[src/rtl/hilo_seq.sv]
// +----------------------------------------------------------------------------+
// | hilo_seq : multiply/divide sequencer and owner of architectural HI/LO      |
// | Rev 1.0  : initial release                                                 |
// +----------------------------------------------------------------------------+
`default_nettype none

module hilo_seq #(
    parameter int TIMEOUT = 40
) (
    input  logic        clk,
    input  logic        reset,
    input  logic        op_valid,
    input  logic        op_sel,
    input  logic [31:0] op_a,
    input  logic [31:0] op_b,
    output logic        op_ready,
    input  logic        wr_hi,
    input  logic        wr_lo,
    input  logic [31:0] wr_data,
    output logic [31:0] unit_a,
    output logic [31:0] unit_b,
    output logic        unit_clr,
    output logic        mult_start,
    output logic        div_start,
    input  logic        mult_stop,
    input  logic        div_stop,
    input  logic [31:0] mult_hi,
    input  logic [31:0] mult_lo,
    input  logic [31:0] div_hi,
    input  logic [31:0] div_lo,
    output logic [31:0] hi,
    output logic [31:0] lo,
    output logic        busy,
    output logic        done,
    output logic        err_div0,
    output logic        err_timeout
);

    localparam logic [7:0] C_TLAST = 8'(TIMEOUT - 1);

    typedef enum logic [1:0] {
        S_IDLE  = 2'd0,
        S_CLR   = 2'd1,
        S_START = 2'd2,
        S_WAIT  = 2'd3
    } state_t;

    state_t      r_state;
    state_t      w_next;
    logic        r_sel;
    logic [31:0] r_unit_a;
    logic [31:0] r_unit_b;
    logic [31:0] r_hi;
    logic [31:0] r_lo;
    logic [7:0]  r_cnt;
    logic        r_done;
    logic        r_err_div0;
    logic        r_err_timeout;

    logic        w_accept;
    logic        w_div0;
    logic        w_capture;
    logic        w_timeout;
    logic        w_stop;
    logic        w_clr;
    logic        w_mult_start;
    logic        w_div_start;

    always_ff @(posedge clk or negedge reset) begin
        if (!reset) begin
            r_state <= S_IDLE;
        end else begin
            r_state <= w_next;
        end
    end

    always_comb begin
        w_next       = r_state;
        w_accept     = 1'b0;
        w_div0       = 1'b0;
        w_capture    = 1'b0;
        w_timeout    = 1'b0;
        w_clr        = 1'b0;
        w_mult_start = 1'b0;
        w_div_start  = 1'b0;
        // Only the launched unit's flag matters; the other unit is ignored.
        w_stop       = r_sel ? div_stop : mult_stop;
        case (r_state)
            S_IDLE: begin
                if (op_valid) begin
                    if (op_sel && (op_b == 32'd0)) begin
                        w_div0 = 1'b1;
                    end else begin
                        w_accept = 1'b1;
                        w_next   = S_CLR;
                    end
                end
            end
            S_CLR: begin
                w_clr  = 1'b1;
                w_next = S_START;
            end
            S_START: begin
                w_mult_start = ~r_sel;
                w_div_start  = r_sel;
                w_next       = S_WAIT;
            end
            S_WAIT: begin
                if (w_stop) begin
                    w_capture = 1'b1;
                    w_next    = S_IDLE;
                end else if (r_cnt == C_TLAST) begin
                    w_timeout = 1'b1;
                    w_next    = S_IDLE;
                end
            end
            default: w_next = S_IDLE;
        endcase
    end

    always_ff @(posedge clk or negedge reset) begin
        if (!reset) begin
            r_sel         <= 1'b0;
            r_unit_a      <= 32'd0;
            r_unit_b      <= 32'd0;
            r_hi          <= 32'd0;
            r_lo          <= 32'd0;
            r_cnt         <= 8'd0;
            r_done        <= 1'b0;
            r_err_div0    <= 1'b0;
            r_err_timeout <= 1'b0;
        end else begin
            r_done        <= w_capture;
            r_err_div0    <= w_div0;
            r_err_timeout <= w_timeout;
            if (w_accept) begin
                r_sel    <= op_sel;
                r_unit_a <= op_a;
                r_unit_b <= op_b;
            end
            if (r_state == S_IDLE) begin
                if (wr_hi) r_hi <= wr_data;
                if (wr_lo) r_lo <= wr_data;
            end
            if (w_capture) begin
                r_hi <= r_sel ? div_hi : mult_hi;
                r_lo <= r_sel ? div_lo : mult_lo;
            end
            if (r_state == S_START) begin
                r_cnt <= 8'd0;
            end else if ((r_state == S_WAIT) && !w_stop && !w_timeout) begin
                r_cnt <= r_cnt + 8'd1;
            end
        end
    end

    assign op_ready    = (r_state == S_IDLE);
    assign busy        = (r_state != S_IDLE);
    assign unit_a      = r_unit_a;
    assign unit_b      = r_unit_b;
    assign unit_clr    = w_clr;
    assign mult_start  = w_mult_start;
    assign div_start   = w_div_start;
    assign hi          = r_hi;
    assign lo          = r_lo;
    assign done        = r_done;
    assign err_div0    = r_err_div0;
    assign err_timeout = r_err_timeout;

endmodule

`default_nettype wire

[config.mk]
export PLATFORM = sky130hd
export DESIGN_NAME = hilo_seq
export DESIGN_NICKNAME = d
export VERILOG_FILES = /design/src/rtl/hilo_seq.sv
export SDC_FILE = /design/constraint.sdc
export NUM_CORES = 1
export LEC_CHECK = 0
export ABC_AREA = 1
export CAP_MARGIN = 20
export CORE_AREA = 2 2 143 145
export DETAILED_ROUTE_END_ITERATION = 8
export DIE_AREA = 0 0 145 147
export GPL_TIMING_DRIVEN = 0
export PLACE_DENSITY = 0.73
export SETUP_SLACK_MARGIN = 0.2
export SLEW_MARGIN = 20
export SYNTH_ARGS = -nofsm -noshare
export SYNTH_HDL_FRONTEND = slang
export SYNTH_SLANG_ARGS = --single-unit
[constraint.sdc]
create_clock -name clk -period 2.17 [get_ports clk]
set_clock_uncertainty 0.15 [all_clocks]
set_input_delay 0.434 -clock clk [delete_from_list [all_inputs] [get_ports clk]]
set_output_delay 0.434 -clock clk [all_outputs]
set_load 0.02 [all_outputs]
Yosys cells after proc, flatten, opt, wreduce, memory -nomap -nowiden:

Index checks and enable logic that the tools add are counted.

* add/sub/neg operators: 1
* equal/unequal tests: 7
* mux-type cells: 30
* bitwise operators: 1
* reduce and logical (&&, ||, !) cells: 15

Operators with widths (count)
* $mux W32: 8
* $logic_not A32 Y1: 1
* $mux W8: 2
* $mux W1: 15
* $reduce_bool A2 Y1: 5
* $add A8 B1 Y8 const B: 1
* $eq A8 B6 Y1 const B: 1
* $mux W2: 4
* $pmux W2 S4: 1
* $eq A2 B2 Y1 const B: 2
* $ne A2 B2 Y1 const B: 2
* $reduce_and A2 Y1: 2
* $logic_and A1 B1 Y1: 3
* $ne A3 B3 Y1 const B: 1
* $reduce_and A3 Y1: 1
* $eq A2 B1 Y1 const B: 1
* $logic_not A1 Y1: 2
* $logic_not A2 Y1: 1
* $not A1 Y1: 1

* bits in registers: 142
* input port bits: 232
* output and inout port bits: 136

Depth between registers and ports, before layout:

* word-level depth: 8
* gate-level depth with buffers: 10
* gate-level depth less buffers: 9

Worst setup path after synthesis:

No wires, ideal clock.

* kind: register to register
* start: register r_state[0]
* end: register r_lo[29], in the netlist lo[29]
* setup time: 146 ps
* arrival time: 1632 ps
* data required time: 1874 ps
* slack: 242 ps
* stages on the path, launching flop included: 10
* buffers on the path: 2
* path through: dfrtp_1 inv_1 ha_1 nand2_1 nand2_1 inv_2 buf_2 buf_2 nand2_1 o221ai_1

* elaborated cells between the ends (all ways): 7
* classes of those cells: 1 x eq/ne; 2 x mux; 4 x reduce/logical

RTL lines
* start, declared: line 48 `state_t r_state;`
* start signal, assigned: line 73 `r_state <= w_next;`
* $logic_not A2 Y1
* named net op_ready: line 16 `output logic op_ready,`
* $reduce_bool A2 Y1 (no line)
* $reduce_and A2 Y1 (no line)
* end signal, assigned: line 143 `if (wr_lo) r_lo <= wr_data;`
* end signal, assigned: line 147 `r_lo <= r_sel ? div_lo : mult_lo;`
* end, declared: line 54 `logic [31:0] r_lo;`

The timed path passes the listed nets, and every way through them passes these cells.
A chain may end at the register's enable or synchronous reset.

Final worst setup path:

* start: register r_sel
* end: output port mult_start

* word-level cells in the longest chain between the ends: 2

Ends and longest elaborated chain
* start, declared: line 50 `logic r_sel;`
* start signal, assigned: line 137 `r_sel <= op_sel;`
* $not A1 Y1: line 104 `w_mult_start = ~r_sel;`
* $mux W1: line 88 `case (r_state)`
* end, declared: line 23 `output logic mult_start,`

Every way passes these cells.

==> results.json <==
{
  "cts_tree": "done",
  "yosys_register_bits": 142,
  "setup_ws_ps": 167,
  "clockBufferDepth": 2,
  "drive_above_1_share_pct": 11.0,
  "cts_htree_levels": 4,
  "syn_inst": 850,
  "grt_max_degree": 81,
  "async_reset_ff_share_pct": 100,
  "wl_um": 28300,
  "firstDrtPassIters": 5,
  "post_drt_wl_per_cell_um": 18.4,
  "worst_pin_slew_ps": 573,
  "utilization_pct": 60.7,
  "row_count": 52,
  "final_max_slew_viol_count": 0,
  "fin_crit_sh_pct": 92.3,
  "min_path_type": "in -> reg",
  "highest_layer": "met4",
  "drc": 0,
  "multi_input_area_um2": 2980,
  "cp_max_fo": 4,
  "placed_area_um2": 11000,
  "core-area_um2": 19800,
  "dpl_worst_slack_ps": -500,
  "syn_area_per_cell_um2": 8.20,
  "relSlewSlack_pct": 61.8,
  "setup_viol": 0,
  "grt_pass1_vias": 7799,
  "synth.net_count": 1087,
  "endpoint_kind": "primary output",
  "outcome": "finished, final reports clean",
  "synth_edf_count": 0,
  "path_clk_slew_ps": 60,
  "antenna_found_initial": 1,
  "stdcell_area_um2": 12000,
  "ios": 368,
  "finalHoldViolCount": 0,
  "die_w_um": 145,
  "dr_wl_met2_um": 14800,
  "areaGrowthSynthToFinish_pct": 72.9,
  "yosysWarnings": 0,
  "ff_latch_area_um2": 3550,
  "synth.distinct_cells": 26,
  "syn_area_um2": 6970,
  "n_fill_cell": 1794,
  "cts_root_buf": "clkbuf_16",
  "max_freq_mhz": 499,
  "leakage_nw": 5.91,
  "p_total_mw": 16.2,
  "wirelength_met1_um": 10400,
  "drtIter0Drc": 301,
  "crit_path_start_kind": "register",
  "clock_sink_count": 142,
  "port_buffers": 367,
  "ant_nets": 0,
  "crit_arrival_ps": 1420,
  "num_vias": 7610,
  "start_util_pct": 35.1,
  "viasPerCell": 4.94,
  "dieArea_um2": 21300,
  "seq_area_frac_synth_pct": 51.0,
  "grt_pass1_wl_um": 43300,
  "cp.required_ps": 1590,
  "pwr_density_cell_nw_per_um2": 1340,
  "dp_hpwl_um": 21700,
  "peakVddDrop_mv": 0.648,
  "met3_length_um": 2560,
  "maxCapViolCount": 0,
  "fp.dieH_um": 147,
  "clock_latency_ps": 410,
  "gp_congestion": 0.877,
  "grt.overflow.total": 0,
  "cts_made_buffers": 17,
  "crit_type": "reg -> out",
  "rsz0062_at_grt": "true",
  "grtUsageTotal_pct": 26.2,
  "synth_ff_type": "dfrtp_1",
  "nets": 1493,
  "min_period_ps": 2000
}
-- cell usage after synthesis, types with 16 or more instances --
cell type	instances	area [µm²]
buf_2	18	90.1
nand3_1	77	385
o211ai_1	31	233
a31oi_1	28	175
nand2_1	286	1070
mux2i_1	16	160
dfrtp_1	142	3550
o21ai_0	23	115
nor2_1	62	233
clkbuf_1	19	71.3
o221ai_1	32	280
inv_1	69	259
-- final cells by class --
cell class | count | share of cell area, %
clock inverters | 14 | 1.48
flip-flops and latches | 142 | 29.5
multi-input cells | 580 | 24.8
plain buffers | 57 | 3.86
repair buffers | 387 | 31.6
inverters | 71 | 2.29
clock buffers | 18 | 3.64
well taps | 270 | 2.80
diodes | 2 | 0.0415
-- worst max-delay path, cell delays in order, from the launching register on --
cell and delay, ps:
dfrtp_1 380, buf_6 130, buf_12 120, clkbuf_16 150
nor2_4 100, buf_6 130
-- what timing repair did --
action                                  in CTS  in global routing
gates cloned                                 0                  3
endpoints found under the setup margin     205                127
pin swaps                                    3                  8
hold buffers                                 1                  0
setup buffers                                9                  6
hold endpoints to repair                    62                  0
gates resized for setup                    177                 96
-- where the power goes --
part	switching, mW	total (mW)	internal (mW)
clock	1.21	3.07	1.86
combinational	5.07	8.60	3.52
sequential	0.635	4.51	3.88
-- final timing paths --
path / endpoint / cells past startpoint / start / slack (ps)
setup / recovery: mult_start / 5 / r_sel / 170
hold / removal: unit_b[14] / 3 / op_b[14] / 180
setup reg to reg: lo[29] / 10 / r_sel / 270
hold reg to reg: unit_a[11] / 2 / unit_a[11] / 320
max in group asynchronous: hi[29] / 3 / reset / 680
min in group asynchronous: unit_b[10] / 2 / reset / 410
-- cell usage in the layout, fill, tap and decap left out, drive strengths merged --
master	instances
inv	76
clkdlybuf4s50	231
nand3	77
nor2	62
mux2	1
buf	56
clkinv	3
mux2i	16
clkinvlp	3
nand4	8
clkbuf	44
o211ai	31
xor2	1
diode	2
dlygate4sd3	1
dfrtp	142
o21ai	24
a21oi	2
nor3	5
or2	1
ha	5
bufinv	3
a31oi	28
nand2	287
o221ai	32
dlymetal6s2s	16
dlygate4sd2	114
-- layer usage --
layer  GRT usage [%]  vias up
li1                -     3656
met1            29.0     3569
met2            47.8      345
met3            8.20       40
met4            8.51        0
met5               0        -
-- stage by stage --
stage	setup TNS [ps]	hold slack, ps	std cells
after floorplan	0	-11.6	850
after global placement	-805590	303	1487
after detailed placement	-26810	274	1488
after CTS	0	320	1530
after global routing	0	181	1540
final	0	184	1541
-- state kept, by name, summed over array words and instances (netlist names) --
register and flops:
r_state 2, err_timeout 1, r_cnt 8, done 1, unit_b 32, lo 32, err_div0 1, unit_a 32
r_sel 1, hi 32
-- kinds of logic after synthesis --
logic type      after synthesis  share of synthesized area, %
simple gates                440                          25.5
flops                       142                          51.0
buf+inv                     128                          8.20
compound gates              117                          11.8
mux                          17                          2.46
fa+ha+maj                     5                         0.898
xor+xnor                      1                         0.126
(Power assumes the default switching activity.)
